File: config.mk
export PLATFORM = sky130hd
export DESIGN_NAME = ifetch_seq
export DESIGN_NICKNAME = d
export VERILOG_FILES = /design/src/rtl/ifetch_seq.sv
export SDC_FILE = /design/constraint.sdc
export NUM_CORES = 1
export LEC_CHECK = 0
export BUFFER_PORTS_ARGS = -buffer_cell sky130_fd_sc_hd__buf_2
export CAP_MARGIN = 15
export CELL_PAD_IN_SITES_DETAIL_PLACEMENT = 0
export CELL_PAD_IN_SITES_GLOBAL_PLACEMENT = 1
export CORE_ASPECT_RATIO = 1.25
export CORE_MARGIN = 2
export CORE_UTILIZATION = 38
export DETAILED_ROUTE_END_ITERATION = 8
export GPL_TIMING_DRIVEN = 0
export PLACE_DENSITY_LB_ADDON = 0.1
export REMOVE_ABC_BUFFERS = 1
export SYNTH_ARGS = -nofsm -noshare
export SYNTH_HDL_FRONTEND = slang
export SYNTH_SLANG_ARGS = --single-unit
File: constraint.sdc
create_clock -name clock -period 5.9 [get_ports clock]
set_input_delay 0 -clock clock [delete_from_list [all_inputs] [get_ports clock]]
set_output_delay 0 -clock clock [all_outputs]
set_load 0.01 [all_outputs]
File: src/rtl/ifetch_seq.sv
// Instruction-fetch stage: holds the PC, fetches over a req/ready handshake, resolves next-PC.
// Latency: 1 REQ cycle (plus one per imem_ready=0 cycle) then >=1 VALID cycle per instruction.
// Backpressure: imem_ready low holds REQ with a stable address; stall holds VALID with no retire.
module ifetch_seq #(
  parameter logic [31:0] RESET_PC = 32'h0000_0000
) (
  input  logic        clock,
  input  logic        reset_n,
  input  logic [31:0] Addr_Result,
  input  logic        Zero,
  input  logic [31:0] Read_data_1,
  input  logic        Branch,
  input  logic        nBranch,
  input  logic        Jmp,
  input  logic        Jal,
  input  logic        Jr,
  input  logic        stall,
  output logic        imem_req,
  output logic [31:0] imem_addr,
  input  logic        imem_ready,
  input  logic [31:0] imem_rdata,
  output logic [31:0] Instruction,
  output logic        instr_valid,
  output logic [31:0] PC_plus_4,
  output logic [31:0] link_addr,
  output logic        retire,
  output logic        pc_misalign
);

  typedef enum logic [1:0] {ST_RST, ST_REQ, ST_VALID} state_t;

  state_t      state_q, state_d;
  logic [31:0] pc_q, pc_d;
  logic [31:0] instr_q, instr_d;
  logic [31:0] link_q, link_d;
  logic        retire_q, retire_d;
  logic        misalign_q, misalign_d;

  logic        fetch_done;
  logic        commit;
  logic        take_branch;
  logic [31:0] pc_plus_4;
  logic [31:0] next_pc;

  // FSM state register; reset parks the stage in RST with no request outstanding
  always_ff @(posedge clock or negedge reset_n) begin
    if (!reset_n) begin
      state_q <= ST_RST;
    end else begin
      state_q <= state_d;
    end
  end

  // FSM next-state: RST always leaves on the first clocked edge, REQ waits for ready, VALID waits for no stall
  always_comb begin
    state_d = state_q;
    case (state_q)
      ST_RST:   state_d = ST_REQ;
      ST_REQ:   if (imem_ready) state_d = ST_VALID;
      ST_VALID: if (!stall) state_d = ST_REQ;
      default:  state_d = ST_RST;
    endcase
  end

  // FSM outputs: request only in REQ, valid only in VALID; ready/control are gated by state here
  always_comb begin
    imem_req    = (state_q == ST_REQ);
    instr_valid = (state_q == ST_VALID);
    fetch_done  = (state_q == ST_REQ) && imem_ready;
    commit      = (state_q == ST_VALID) && !stall;
  end

  // Next-PC resolution: jr beats taken branch beats j/jal beats sequential
  always_comb begin
    pc_plus_4   = pc_q + 32'd4;
    take_branch = (Branch && Zero) || (nBranch && !Zero);
    if (Jr) begin
      next_pc = {Read_data_1[31:2], 2'b00};
    end else if (take_branch) begin
      next_pc = Addr_Result;
    end else if (Jmp || Jal) begin
      next_pc = {pc_plus_4[31:28], instr_q[25:0], 2'b00};
    end else begin
      next_pc = pc_plus_4;
    end
  end

  // Datapath next values: capture on fetch, update PC/link and raise pulses on commit
  always_comb begin
    pc_d       = pc_q;
    instr_d    = instr_q;
    link_d     = link_q;
    retire_d   = 1'b0;
    misalign_d = 1'b0;
    if (fetch_done) begin
      instr_d = imem_rdata;
    end
    if (commit) begin
      pc_d       = next_pc;
      retire_d   = 1'b1;
      misalign_d = Jr && (Read_data_1[1:0] != 2'b00);
      if (Jal) begin
        link_d = pc_plus_4;
      end
    end
  end

  // Datapath registers
  always_ff @(posedge clock or negedge reset_n) begin
    if (!reset_n) begin
      pc_q       <= RESET_PC;
      instr_q    <= 32'd0;
      link_q     <= 32'd0;
      retire_q   <= 1'b0;
      misalign_q <= 1'b0;
    end else begin
      pc_q       <= pc_d;
      instr_q    <= instr_d;
      link_q     <= link_d;
      retire_q   <= retire_d;
      misalign_q <= misalign_d;
    end
  end

  assign imem_addr   = pc_q;
  assign Instruction = instr_q;
  assign PC_plus_4   = pc_plus_4;
  assign link_addr   = link_q;
  assign retire      = retire_q;
  assign pc_misalign = misalign_q;

endmodule

# Word-level counts from Yosys, hierarchy flattened
# Cells that the tools add are included.
dict set report totals {
  ff_bits 100
  inputBits 106
  output_inout_bits 132
}
dict set report classes {
  mux 8
  n_reduce_logical 13
  eq_ne 4
  add_sub_neg 1
}
# cell count
set ops {}
lappend ops {{32-bit 2-to-1 mux} 2}
lappend ops {{32-bit by 3-bit adder with 32-bit output (second input constant)} 1}
lappend ops {{28-bit 2-to-1 mux} 1}
lappend ops {{2-bit one-hot mux with 3 select lines} 1}
lappend ops {{1-bit logical AND} 5}
lappend ops {{2-bit 2-to-1 mux} 2}
lappend ops {{2-bit AND reduction} 2}
lappend ops {{2-bit by 1-bit equality test with 1-bit output (second input constant)} 1}
lappend ops {{2-bit equality test (second input constant)} 1}
lappend ops {{1-bit logical NOT} 2}
lappend ops {{2-bit logical NOT} 1}
lappend ops {{1-bit logical OR} 2}
lappend ops {{1-bit 2-to-1 mux} 2}
lappend ops {{2-bit by 1-bit inequality test with 1-bit output (second input constant)} 1}
lappend ops {{2-bit inequality test (second input constant)} 1}
lappend ops {{2-bit nonzero test} 1}

# Logic depth before layout (Yosys ltp)
# Gate-level depths: netlist (run 1).
dict set report logic_depth {
  word_depth 5
  depth_mapped 7
}

# Least setup slack after synthesis (run 1)
# No wires, ideal clock.
dict set report synth_path {
  path_kind {register -> register}
  from {register pc_q[2] (netlist: imem_addr[2])}
  to {register link_q[26] (netlist: link_addr[26])}
  setup_slack_ps 3837
  synth_period_minus_slack_ps 2063
  arrival_time_ps 1939
  n_path_buf 0
  path_stages_with_launch 7
  t_required_ps 5775
  cell_sequence {dfrtp_1 ha_1 nand4_1 nor4_2 nand4b_1 xnor2_1 mux2_2}
}
dict set report synth_between {
  elab_chain_len 1
}
# element line
set synth_rtl {}
lappend synth_rtl {{start: declaration} 33} ;# logic [31:0] pc_q, pc_d;
lappend synth_rtl {{start signal: assignment} 117} ;# pc_q <= pc_d;
lappend synth_rtl {{32-bit by 3-bit adder with 32-bit output} 75} ;# pc_plus_4 = pc_q + 32'd4;
lappend synth_rtl {{net PC_plus_4[26]} 24} ;# output logic [31:0] PC_plus_4,
lappend synth_rtl {{end signal: assignment} 119} ;# link_q <= link_d;
lappend synth_rtl {{end: declaration} 35} ;# logic [31:0] link_q, link_d;
# The timed path passes the listed nets, and every way through them passes these cells.
# A chain may end at the register's enable or synchronous reset.

# Worst setup path in the final report (run 1)
dict set report layout_path {
  from {register state_q[1]}
  to {register link_q[29] (netlist: link_addr[29])}
}
dict set report layout_between {
  elab_chain_len 3
}
# element line
set layout_rtl {}
lappend layout_rtl {{start: declaration} 32} ;# state_t state_q, state_d;
lappend layout_rtl {{start signal: assignment} 50} ;# state_q <= state_d;
lappend layout_rtl {{2-bit equality test} 70} ;# commit = (state_q == ST_VALID) && !stall;
lappend layout_rtl {{1-bit logical AND} 70}
lappend layout_rtl {{2-bit AND reduction (no source line)} -}
# Every way passes these cells.

==> metrics.md, run 1 <==
| Metric | Value |
|---|---|
| Min cycle time layout | `3.19 ns` |
| Crit path launch type | `flip-flop` |
| Largest family of logic cells by synthesized area | `simple AND/OR/NAND/NOR gates` |
| Hold path startpoint | `Read_data_1[29]` |
| Drt drc | `0` |
| R2R setup slack | `2.71 ns` |
| Total number of vias | `5207` |
| Clock buffer depth | `2` |
| Clk slew on worst S/H paths | `roughly 0.070 ns` |
| Hold Path Depth | `4` |
| Worst path max stage delay | `0.71 ns` |
| Adder-cell area share of the yosys netlist | `0.00233` |
| Setup CP Type | `reg2reg` |
| Vias per std cell | `5.32` |
| CP startpoint | `state_q[1]` |
| I/O pins | `238` |
| GRT overflow | `0` |
| Initial DRC Count | `148` |
| Layout cells sized above 1 | `0.418` |
| Peak VDD IR | `0.000249 V` |
| Synth warn | `0` |
| Final HPWL DP | `approximately 13000 um` |
| Floorplan row count | `48` |
| Drt wl/cell | `18.2 um` |
| CTS Buf Count | `9` |
| CP endpoint kind | `flip-flop` |
| RSZ-0062 raised after global routing | `false` |
| H-tree depth | `3` |
| Setup-failing EPs final | `0` |
| Ant diodes | `0` |
| CTS sink cnt | `100` |
| Ys async rst share | `1.00` |
| Status | `completed` |
| Total GRT Usage | `0.237` |
| Post-Synth XOR/XNOR Area | `0.0440` |
| Reg-to-Reg End | `link_addr[29]` |
| DRT Pass-1 Iters | `4` |
| Hold worst-path end | `imem_addr[29]` |
| DRT antenna net count | `0` |
| Largest net degree at the start of global routing | `58` |
| Endpoints failing hold | `0` |
| Final Slew Violations | `0` |
| Commonest non-fill, non-tap cell in the layout | `buf_2` |
| CP required | `6.13 ns` |
| Simple-gate share of the synthesized area | `0.159` |
| Die Span X | `110 um` |
| Die H | `137 um` |
| PwrDens | `around 460 mW/mm^2` |
| Area Overhead vs Synth | `40.1%` |
| Avg Cell Area, Syn | `slightly above 10 sq um` |
| Crit-path slowest cell | `inv_1` |
| Multi-input logic area | `0.00269 sq mm` |
| Sequential share of the synthesized area | `0.465` |
| Worst slew pin tran | `slightly below 1 ns` |
| First-pass GRT wire length | `between 20000 and 30000 um` |
| CTS root buf | `clkbuf_16` |
| Clock latency on the worst-skew pair | `0.35 ns` |
| Commonest non-fill, non-tap cells in the layout | `buf_2, dfrtp_1, mux2_2` |
| Mapped Cells | `529` |
| Synth unique cells | `56` |
| Vias in the first global route | `~5300` |
| TritonCTS clock tree | `yes` |
| Reg-to-reg startpoint | `state_q[1]` |
| #FFs+latches synth | `100` |
| Core Region | `0.0138 sq mm` |
| Crit-path max FO | `40` |
| Worst relative slew slack | `0.343` |
| Fin nets | `905` |
| Final Power | `3.44 mW` |
| EDFF count, synth | `0` |
| Setup bufs post-CTS | `0` |
| Worst Hold Class | `in2reg` |
| R2r worst-path depth | `5` |
| Synthesized cell area | `~0.0054 sq mm` |
| Initial core utilization | `0.389` |
| Fin Clk Skew | `between 0.01 and 0.015 ns` |
| Max Cap Violations | `0` |
| Post-Route WL | `about 18000 um` |
| Final Wtd Congestion | `~0.8` |
| Complex-gate fraction of the synthesized area | `0.151` |
| IO buf count | `237` |
| Tcrit/Tclk final | `0.540` |
| Fillcell total | `roughly 1300` |
| Initial antenna violation count | `0` |
| Critical Path, Cell by Cell | `nor2b_1, nand2b_2, inv_1, nand2_2, mux2_2` |
| Critical path arrival | `3.41 ns` |
| FMAX | `0.314 GHz` |
| Leakage | `3.62 nW` |
| Register area | `~0.0025 sq mm` |
| Multiplexer share of the synthesized area | `0.141` |
| Die area | `0.0151 sq mm` |
| Setup total negative slack | `0 ns` |
| Synth Flop Type | `dfrtp_1` |
==> cell families after synthesis <==
group	after synthesis
compound gates	126
flops	100
xor+xnor	27
mux	68
fa+ha+maj	1
simple gates	157
buf+inv	50
==> flip-flops by register name (all words and copies together), names as in the netlist <==
name	cells
Instruction	32
imem_addr	32
link_addr	32
state_q	2
pc_misalign	1
retire	1
==> critical path: cells and delay by family, from the launching register on <==
| kind | cells | cell delay (ns) |
|---|---|---|
| buffers and inverters | 1 | 0.71 |
| flip-flops | 1 | 0.39 |
| multiplexers | 1 | 0.50 |
| AND/OR/NAND/NOR | 3 | 1.43 |
==> power by group <==
part           internal, mW  switching, mW  leakage (nW)  total [mW]
registers              1.01          0.333          1.22        1.34
clock network         0.299          0.266         0.132       0.565
logic                 0.735          0.800          2.26        1.53
total                  2.04           1.40          3.62        3.44
==> through the flow <==
step	util	instances	area, sq um	worst slack [ns]	hold slack, ns
finish	0.545	978	7530	2.71	0.0157
CTS	0.544	977	7520	2.16	0.00755
floorplan	-	494	5230	2.69	-0.296
global placement	0.481	906	6640	1.07	0.197
detailed placement	0.486	909	6720	2.20	0.133
global route	0.545	978	7530	2.46	0.0741
==> per-layer routing <==
layer  vias to the layer above  share of wire  track usage
met5                         -              0            0
met2                       157           0.53        0.418
met4                         0          0.019       0.0972
met3                        23          0.045       0.0310
li1                       2465              -            -
met1                      2562           0.41        0.287
==> repair_timing <==
item,4_1_cts,5_1_grt
hold buffers,52,0
endpoints found under the hold margin,103,0
gates resized for setup,0,0
==> area by class of cell <==
type,instances,area share
multi-input combinational,379,0.357
sequential,100,0.332
timing repair buffer,293,0.238
clock buffer,11,0.0322
tap,175,0.0291
inverter,15,0.00747
clock inverter,5,0.00498
==> synthesized netlist by cell type (2+ instances only) <==
cell type | count | area (sq um)
dfrtp_1 | 100 | 2500
nand4b_1 | 2 | 17.5
and3_1 | 13 | 81.3
buf_1 | 3 | 11.3
a221oi_1 | 5 | 43.8
o31ai_1 | 2 | 15.0
mux2_2 | 61 | 687
o2bb2ai_1 | 2 | 17.5
a21o_1 | 5 | 37.5
nand3_1 | 16 | 80.1
buf_2 | 2 | 10.0
inv_1 | 15 | 56.3
xor2_1 | 8 | 70.1
o31a_1 | 5 | 43.8
nor2_1 | 26 | 97.6
and4_1 | 4 | 35.0
a211oi_1 | 6 | 45.0
a22o_1 | 4 | 35.0
nand2b_1 | 3 | 18.8
clkbuf_1 | 27 | 101
o22ai_1 | 8 | 50.1
a31oi_1 | 6 | 37.5
nand4_1 | 10 | 62.6
nor3_1 | 3 | 15.0
o211ai_1 | 10 | 75.1
a2bb2oi_1 | 2 | 17.5
a21oi_1 | 21 | 105
nor4_1 | 4 | 25.0
nor2b_1 | 2 | 12.5
nand2_1 | 56 | 210
xnor2_1 | 19 | 166
a32oi_1 | 2 | 17.5
a31o_2 | 4 | 35.0
buf_4 | 2 | 15.0
or3_1 | 3 | 18.8
o21ai_0 | 40 | 200
or4_1 | 2 | 15.0
mux2i_1 | 7 | 70.1
nand4_4 | 2 | 42.5
==> worst max-delay path by stage <==
stage | end | slack, ns | cells after the start
global route | link_addr[29] | 2.46 | 5
global placement | link_addr[26] | 1.07 | 5
CTS | link_addr[29] | 2.16 | 5
floorplan | link_addr[0] | 2.69 | 5
finish | link_addr[29] | 2.71 | 5
detailed placement | link_addr[3] | 2.20 | 5
Power figures use the tool's default switching activity.
==> inputs of run 2 (changes only) <==
Settings changed: CORE_UTILIZATION 38 to 35.
Clock period 5.9 ns to 3.1 ns, I/O delays scaled along.
==> metrics.md, run 2 (synthesis results as in run 1) <==
| Metric | Value |
|---|---|
| Status | `completed (unchanged)` |
| R2R setup slack | `0.57 ns (was 2.71 ns)` |
| Worst slew pin tran | `0.976 ns (was 0.985 ns)` |
| CP top delay family | `simple AND/OR/NAND/NOR gates (unchanged)` |
| Setup-failing EPs final | `0 (unchanged)` |
| First-pass GRT wire length | `27400 um (was 27100 um)` |
| Crit-path max FO | `8 (was 40)` |
| GRT overflow | `0 (unchanged)` |
| Tcrit/Tclk final | `0.867` |
| Hold Path Depth | `3 (was 4)` |
| Total GRT Usage | `0.219 (was 0.237)` |
| Min cycle time layout | `roughly 2.7 ns` |
| Initial core utilization | `0.358 (was 0.389)` |
| Initial DRC Count | `166 (was 148)` |
| GRT met2 Usage | `0.385 (was 0.418)` |
| Largest net degree at the start of global routing | `52 (was 58)` |
| Met1 Use GR | `0.264 (was 0.287)` |
| Final HPWL DP | `12700 um (was 12600 um)` |
| Setup slack at placement | `-0.567 ns (was 2.20 ns)` |
| PnR worst setup slack | `0.411 ns (was 2.71 ns)` |
| Setup CP Type | `reg2out (was reg2reg)` |
| Initial antenna violation count | `0 (unchanged)` |
| Critical path arrival | `2.69 ns (was 3.41 ns)` |
| TritonCTS clock tree | `yes (unchanged)` |
| Die area | `0.0164 sq mm (was 0.0151 sq mm)` |
| Clk slew on worst S/H paths | `0.07 ns (about the same)` |
| CTS root buf | `clkbuf_16 (unchanged)` |
| Commonest non-fill, non-tap cells in the layout | `buf_2, dfrtp_1, mux2_2 (unchanged)` |
| FMAX | `about 0.37 GHz` |
| H-tree depth | `3 (unchanged)` |
| DRT Pass-1 Iters | `4 (unchanged)` |
| Hold worst-path end | `imem_addr[4] (was imem_addr[29])` |
| Final Slew Violations | `0 (unchanged)` |
| Die H | `143 um (was 137 um)` |
| Reg-to-reg startpoint | `state_q[1] (unchanged)` |
| Layout cells sized above 1 | `0.420 (was 0.418)` |
| Grt peak-use layer | `met2 (unchanged)` |
| RSZ-0062 raised after global routing | `false (unchanged)` |
| Fin nets | `907 (was 905)` |
| Leakage | `3.64 nW (was 3.62 nW)` |
| Post-Route WL | `18000 um (was 17800 um)` |
| Ant diodes | `0 (unchanged)` |
| R2r worst-path depth | `5 (unchanged)` |
| Worst Hold Class | `in2reg (unchanged)` |
| CTS Buf Count | `9 (unchanged)` |
| Worst path max stage delay | `0.51 ns (was 0.71 ns)` |
| Clock latency on the worst-skew pair | `0.35 ns (about the same)` |
| Peak VDD IR | `0.000435 V (was 0.000249 V)` |
| WP buf/inv | `1 (unchanged)` |
| PwrDens | `879 mW/mm^2 (was 456 mW/mm^2)` |
| Drt wl/cell | `18.3 um (was 18.2 um)` |
| GR Layer Usage met3 | `0.0358 (was 0.0310)` |
| Clock buffer depth | `2 (unchanged)` |
| DRT antenna net count | `0 (unchanged)` |
| Endpoints failing hold | `0 (unchanged)` |
| Floorplan row count | `50 (was 48)` |
| Drt drc | `0 (unchanged)` |
| Total number of vias | `5175 (was 5207)` |
| Die Span X | `115 um (was 110 um)` |
| Reg-to-Reg End | `link_addr[19] (was link_addr[29])` |
| I/O pins | `238 (unchanged)` |
| Commonest non-fill, non-tap cell in the layout | `buf_2 (unchanged)` |
| CP required | `3.10 ns (was 6.13 ns)` |
| Vias in the first global route | `5060 (was 5334)` |
| CP startpoint | `imem_addr[2] (was state_q[1])` |
| WHS | `0.0101 ns (was 0.0157 ns)` |
| Hold path startpoint | `Read_data_1[4] (was Read_data_1[29])` |
| Worst relative slew slack | `0.347 (was 0.343)` |
| Critical Path, Cell by Cell | `ha_1, nand4_1, nor4_2, nand4b_1, xnor2_1, buf_2 (was nor2b_1, nand2b_2, inv_1, nand2_2, mux2_2)` |
| CP endpoint kind | `output port (was flip-flop)` |
| Fin Clk Skew | `0.00718 ns (was 0.0108 ns)` |
| Area Overhead vs Synth | `41.5% (was 40.1%)` |
| Vias per std cell | `5.24 (was 5.32)` |
| Final Wtd Congestion | `0.763 (was 0.804)` |
| Crit path launch type | `flip-flop (unchanged)` |
| Crit-path slowest cell | `dfrtp_1 (was inv_1)` |
| Max Cap Violations | `0 (unchanged)` |
| IO buf count | `237 (unchanged)` |
| Core Region | `0.0150 sq mm (was 0.0138 sq mm)` |
| CTS sink cnt | `100 (unchanged)` |
run 2: worst register-to-register path: cells and delay by family (launching register included):
kind	cells	cell delay [ns]
flip-flops	1	0.40
buffers and inverters	1	0.49
multiplexers	1	0.41
AND/OR/NAND/NOR	3	1.12
run 2: final cells by class:
class,instances,area [sq um]
Inverter,15,60.1
Clock buffer,10,229
Clock inverter,6,88.8
Sequential cell,100,2500
Tap cell,182,228
Timing Repair inverter,1,5.00
Fill cell,1418,7400
Multi-Input combinational cell,379,2700
Timing Repair Buffer,294,1800
run 2: worst max-delay path by stage:
stage               endpoint  slack [ns]  cells after the start
2_1_floorplan   link_addr[0]       -0.11                      5
3_3_place_gp   link_addr[14]       -1.64                      5
3_5_place_dp   link_addr[19]       -0.57                      5
4_1_cts        link_addr[19]        0.14                      5
5_1_grt        PC_plus_4[30]        0.17                      6
6_report       PC_plus_4[26]        0.41                      6
run 2: metal layers:
metal | up-vias | wire length, um
li1 | 2472 | -
met1 | 2492 | 7380
met2 | 179 | 9300
met3 | 32 | 886
met4 | 0 | 475
met5 | - | 0
run 2: stage by stage:
stage	std cells	power, mW	instance area, sq um	TNS (ns)	util
2_1_floorplan	494	4.05	5230	-3.08	-
3_5_place_dp	917	5.45	6740	-17.18	0.449
5_1_grt	987	7.15	7610	0	0.507
6_report	987	6.69	7610	0	0.507
3_3_place_gp	913	5.34	6650	-58.14	0.443
4_1_cts	987	6.76	7600	0	0.507
run 2: power by group:
| part | switching (mW) | internal (mW) | total [mW] | leakage [nW] |
|---|---|---|---|---|
| registers | 0.630 | 1.92 | 2.55 | 1.22 |
| logic | 1.52 | 1.40 | 2.91 | 2.27 |
| clock network | 0.520 | 0.708 | 1.23 | 0.149 |
run 2: timing repair:
| action | 4_1_cts | 5_1_grt |
|---|---|---|
| resized for setup | 2 | 1 |
| setup endpoints to repair | 32 | 28 |
| setup buffers | 0 | 0 |
| hold buffers | 53 | 0 |
| endpoints found under the hold margin | 98 | 0 |
| cloned | 1 | 0 |
==> inputs of run 3 (changes only) <==
Settings changed: ABC_AREA set to 1, CORE_UTILIZATION 35 to 34.
==> metrics.md, run 3 <==
| Metric | Value |
|---|---|
| Sw frac | `0.436 (was 0.398)` |
| Commonest non-fill, non-tap cells in the layout | `buf_2, nand2_1, nor2_1 (was buf_2, dfrtp_1, mux2_2)` |
| Hold Path Depth | `3 (unchanged)` |
| Setup CP Type | `reg2reg (was reg2out)` |
| Non-Filler Instances | `1256 (was 987)` |
| Setup-failing EPs final | `0 (unchanged)` |
| #FFs+latches synth | `100 (unchanged)` |
| Initial DRC Count | `199 (was 166)` |
| Synth top cells by count | `nand2_1, nor2_1, dfrtp_1 (was dfrtp_1, mux2_2, nand2_1)` |
| DRT antenna net count | `0 (unchanged)` |
| CP endpoint kind | `flip-flop (was output port)` |
| Drt drc | `0 (unchanged)` |
| Fin nets | `1142 (was 907)` |
| Top post-synthesis cells by area | `dfrtp_1, nand2_1, nor2_1 (was dfrtp_1, mux2_2, nand2_1)` |
| Die H | `149 um (was 143 um)` |
| Peak VDD IR | `0.000397 V (was 0.000435 V)` |
| Ant diodes | `0 (unchanged)` |
| Top-count cell post-synth | `nand2_1 (was dfrtp_1)` |
| Switching Power | `3.19 mW (was 2.67 mW)` |
| Finished Cell Area | `0.00808 sq mm (was 0.00761 sq mm)` |
| Largest net degree at the start of global routing | `54 (was 52)` |
| Internal | `4.13 mW (was 4.02 mW)` |
| Crit path launch type | `flip-flop (unchanged)` |
| Gate power share | `0.501 (was 0.436)` |
| Reg power frac | `0.340 (was 0.381)` |
| Initial core utilization | `0.349 (was 0.358)` |
| Die area | `0.0178 sq mm (was 0.0164 sq mm)` |
| Synth area leader | `dfrtp_1 (unchanged)` |
| I/O pins | `238 (unchanged)` |
| Min cycle time layout | `2.76 ns (was 2.69 ns)` |
| Area share of the largest cell type after synthesis | `0.440 (was 0.465)` |
| Leakage | `4.18 nW (was 3.64 nW)` |
| CTS sink cnt | `100 (unchanged)` |
| IO buf count | `237 (unchanged)` |
| Vias per std cell | `4.71 (was 5.24)` |
| PwrDens | `906 mW/mm^2 (was 879 mW/mm^2)` |
| Fin Clk Skew | `0.00801 ns (was 0.00718 ns)` |
| Drt wl/cell | `16.1 um (was 18.3 um)` |
| Total GRT Usage | `0.230 (was 0.219)` |
| Sequential share of the synthesized area | `0.440 (was 0.465)` |
| Inst Count DP | `1171 (was 917)` |
| Clock latency on the worst-skew pair | `0.35 ns (about the same)` |
| Status | `completed (unchanged)` |
| DRT Pass-1 Iters | `4 (unchanged)` |
| Worst slew pin tran | `0.952 ns (was 0.976 ns)` |
| Die Span X | `120 um (was 115 um)` |
| EDFF count, synth | `0 (unchanged)` |
| Endpoints failing hold | `0 (unchanged)` |
| CTS root buf | `clkbuf_16 (unchanged)` |
| Ys async rst share | `1.00 (unchanged)` |
| GRT overflow | `0 (unchanged)` |
| Clock network power share | `0.158 (was 0.184)` |
| Placement Cell Area | `0.00710 sq mm (was 0.00674 sq mm)` |
| Max Cap Violations | `0 (unchanged)` |
| Post-CTS resize count | `0 (was 2)` |
| Clk slew on worst S/H paths | `0.07 ns (about the same)` |
| Final Wtd Congestion | `0.838 (was 0.763)` |
| Synthesized cell area | `0.00568 sq mm (was 0.00538 sq mm)` |
| Final HPWL DP | `14000 um (was 12700 um)` |
| Worst relative slew slack | `0.366 (was 0.347)` |
| Initial antenna violation count | `0 (unchanged)` |
| Layout cells sized above 1 | `0.313 (was 0.420)` |
| TritonCTS clock tree | `yes (unchanged)` |
| Avg Cell Area, Syn | `7.64 sq um (was 10.2 sq um)` |
| FMAX | `0.363 GHz (was 0.372 GHz)` |
| Commonest non-fill, non-tap cell in the layout | `buf_2 (unchanged)` |
| Area Overhead vs Synth | `42.2% (was 41.5%)` |
| Synth unique cells | `39 (was 56)` |
| Worst Hold Class | `in2reg (unchanged)` |
| Crit-path max FO | `29 (was 8)` |
| Post-Route WL | `20200 um (was 18000 um)` |
| CTS Buf Count | `9 (unchanged)` |
| First-pass GRT wire length | `31500 um (was 27400 um)` |
| Vias in the first global route | `5975 (was 5060)` |
| Mapped Cells | `744 (was 529)` |
| H-tree depth | `3 (unchanged)` |
| Synth warn | `0 (unchanged)` |
| Tcrit/Tclk final | `0.889 (was 0.867)` |
| Total number of vias | `5911 (was 5175)` |
| Floorplan row count | `52 (was 50)` |
| Setup total negative slack | `0 ns (unchanged)` |
| RSZ-0062 raised after global routing | `false (unchanged)` |
| Fin util | `0.497 (was 0.507)` |
| Core Region | `0.0163 sq mm (was 0.0150 sq mm)` |
| R2r worst-path depth | `8 (was 5)` |
| Synth Flop Type | `dfrtp_1 (unchanged)` |
| CP required | `3.30 ns (was 3.10 ns)` |
| Critical path arrival | `2.96 ns (was 2.69 ns)` |
| Final Slew Violations | `0 (unchanged)` |
| Clock buffer depth | `2 (unchanged)` |
| Setup bufs post-CTS | `0 (unchanged)` |
[run 3: cell types whose count changed after synthesis, moves of 11 or more]
cell	before	now
mux2_2	61	31
clkbuf_1	27	8
nand3_1	16	37
o21ai_0	40	22
xnor2_1	19	0
a21oi_1	21	35
a31oi_1	6	21
nand2_1	56	208
buf_2	2	15
nor2_1	26	102
and3_1	13	0
inv_1	15	78
a21boi_1	0	11
o21ai_1	0	14
[run 3: metrics by stage]
step           power, mW  setup slack [ns]  hold WS (ns)
2_1_floorplan       4.53             0.733        -0.296
3_3_place_gp        6.08             -1.49         0.199
3_5_place_dp        6.13            -0.128        0.0873
4_1_cts             7.42             0.270     0.0000278
5_1_grt             7.94            0.0153       0.00478
6_report            7.33             0.345       0.00469
[run 3: routing by layer]
layer	routed length (um)	GRT usage	vias up
met2	10700	0.424	152
met3	1060	0.0460	12
met1	8220	0.273	2785
met5	0	0	-
li1	-	-	2962
met4	188	0.0529	0
[run 3: final timing paths]
check                      slack (ns)               to            start
max                              0.34    link_addr[10]       state_q[1]
min                             0.005    imem_addr[29]  Addr_Result[29]
max reg2reg                      0.34    link_addr[10]       state_q[1]
min reg2reg                      0.47     link_addr[3]     link_addr[3]
max in group asynchronous        2.17  Instruction[14]          reset_n
min in group asynchronous        0.22  Instruction[21]          reset_n
[run 3: repair_timing]
action / in CTS / in global routing
hold buffers: 67 / 0
hold endpoints to repair: 106 / 0
setup endpoints to repair: 12 / 0
[run 3: critical path: stages, from the launching register on]
cell     delay (ns)
dfrtp_1        0.37
inv_1          0.06
nor2_2         0.12
nand2_2        0.38
buf_12         0.34
nor2_4         0.55
inv_1          0.51
nand2_1        0.15
o21ai_0        0.10
[run 3: area by class of cell]
class                      instances  area, sq um
fill                            1711         8180
multi-input combinational        533         2740
sequential                       100         2500
timing repair buffer             309         1970
inverter                          82          308
tap                              216          270
clock buffer                      13          250
clock inverter                     3         46.3
[run 3: kinds of logic after synthesis]
kind of cell	synth area share
compound gates	0.122
xor+xnor	0.0108
fa+ha+maj	0.00220
buf+inv	0.0819
flops	0.440
mux	0.0614
simple gates	0.282
[run 3: power groups by stage]
stage               sequential (mW)  combinational [mW]  clock (mW)
global placement               2.51                3.57           0
CTS                            2.50                3.72        1.19
global route                   2.60                4.09        1.25
finish                         2.49                3.67        1.16
floorplan                      2.70                1.83           0
detailed placement             2.53                3.61           0
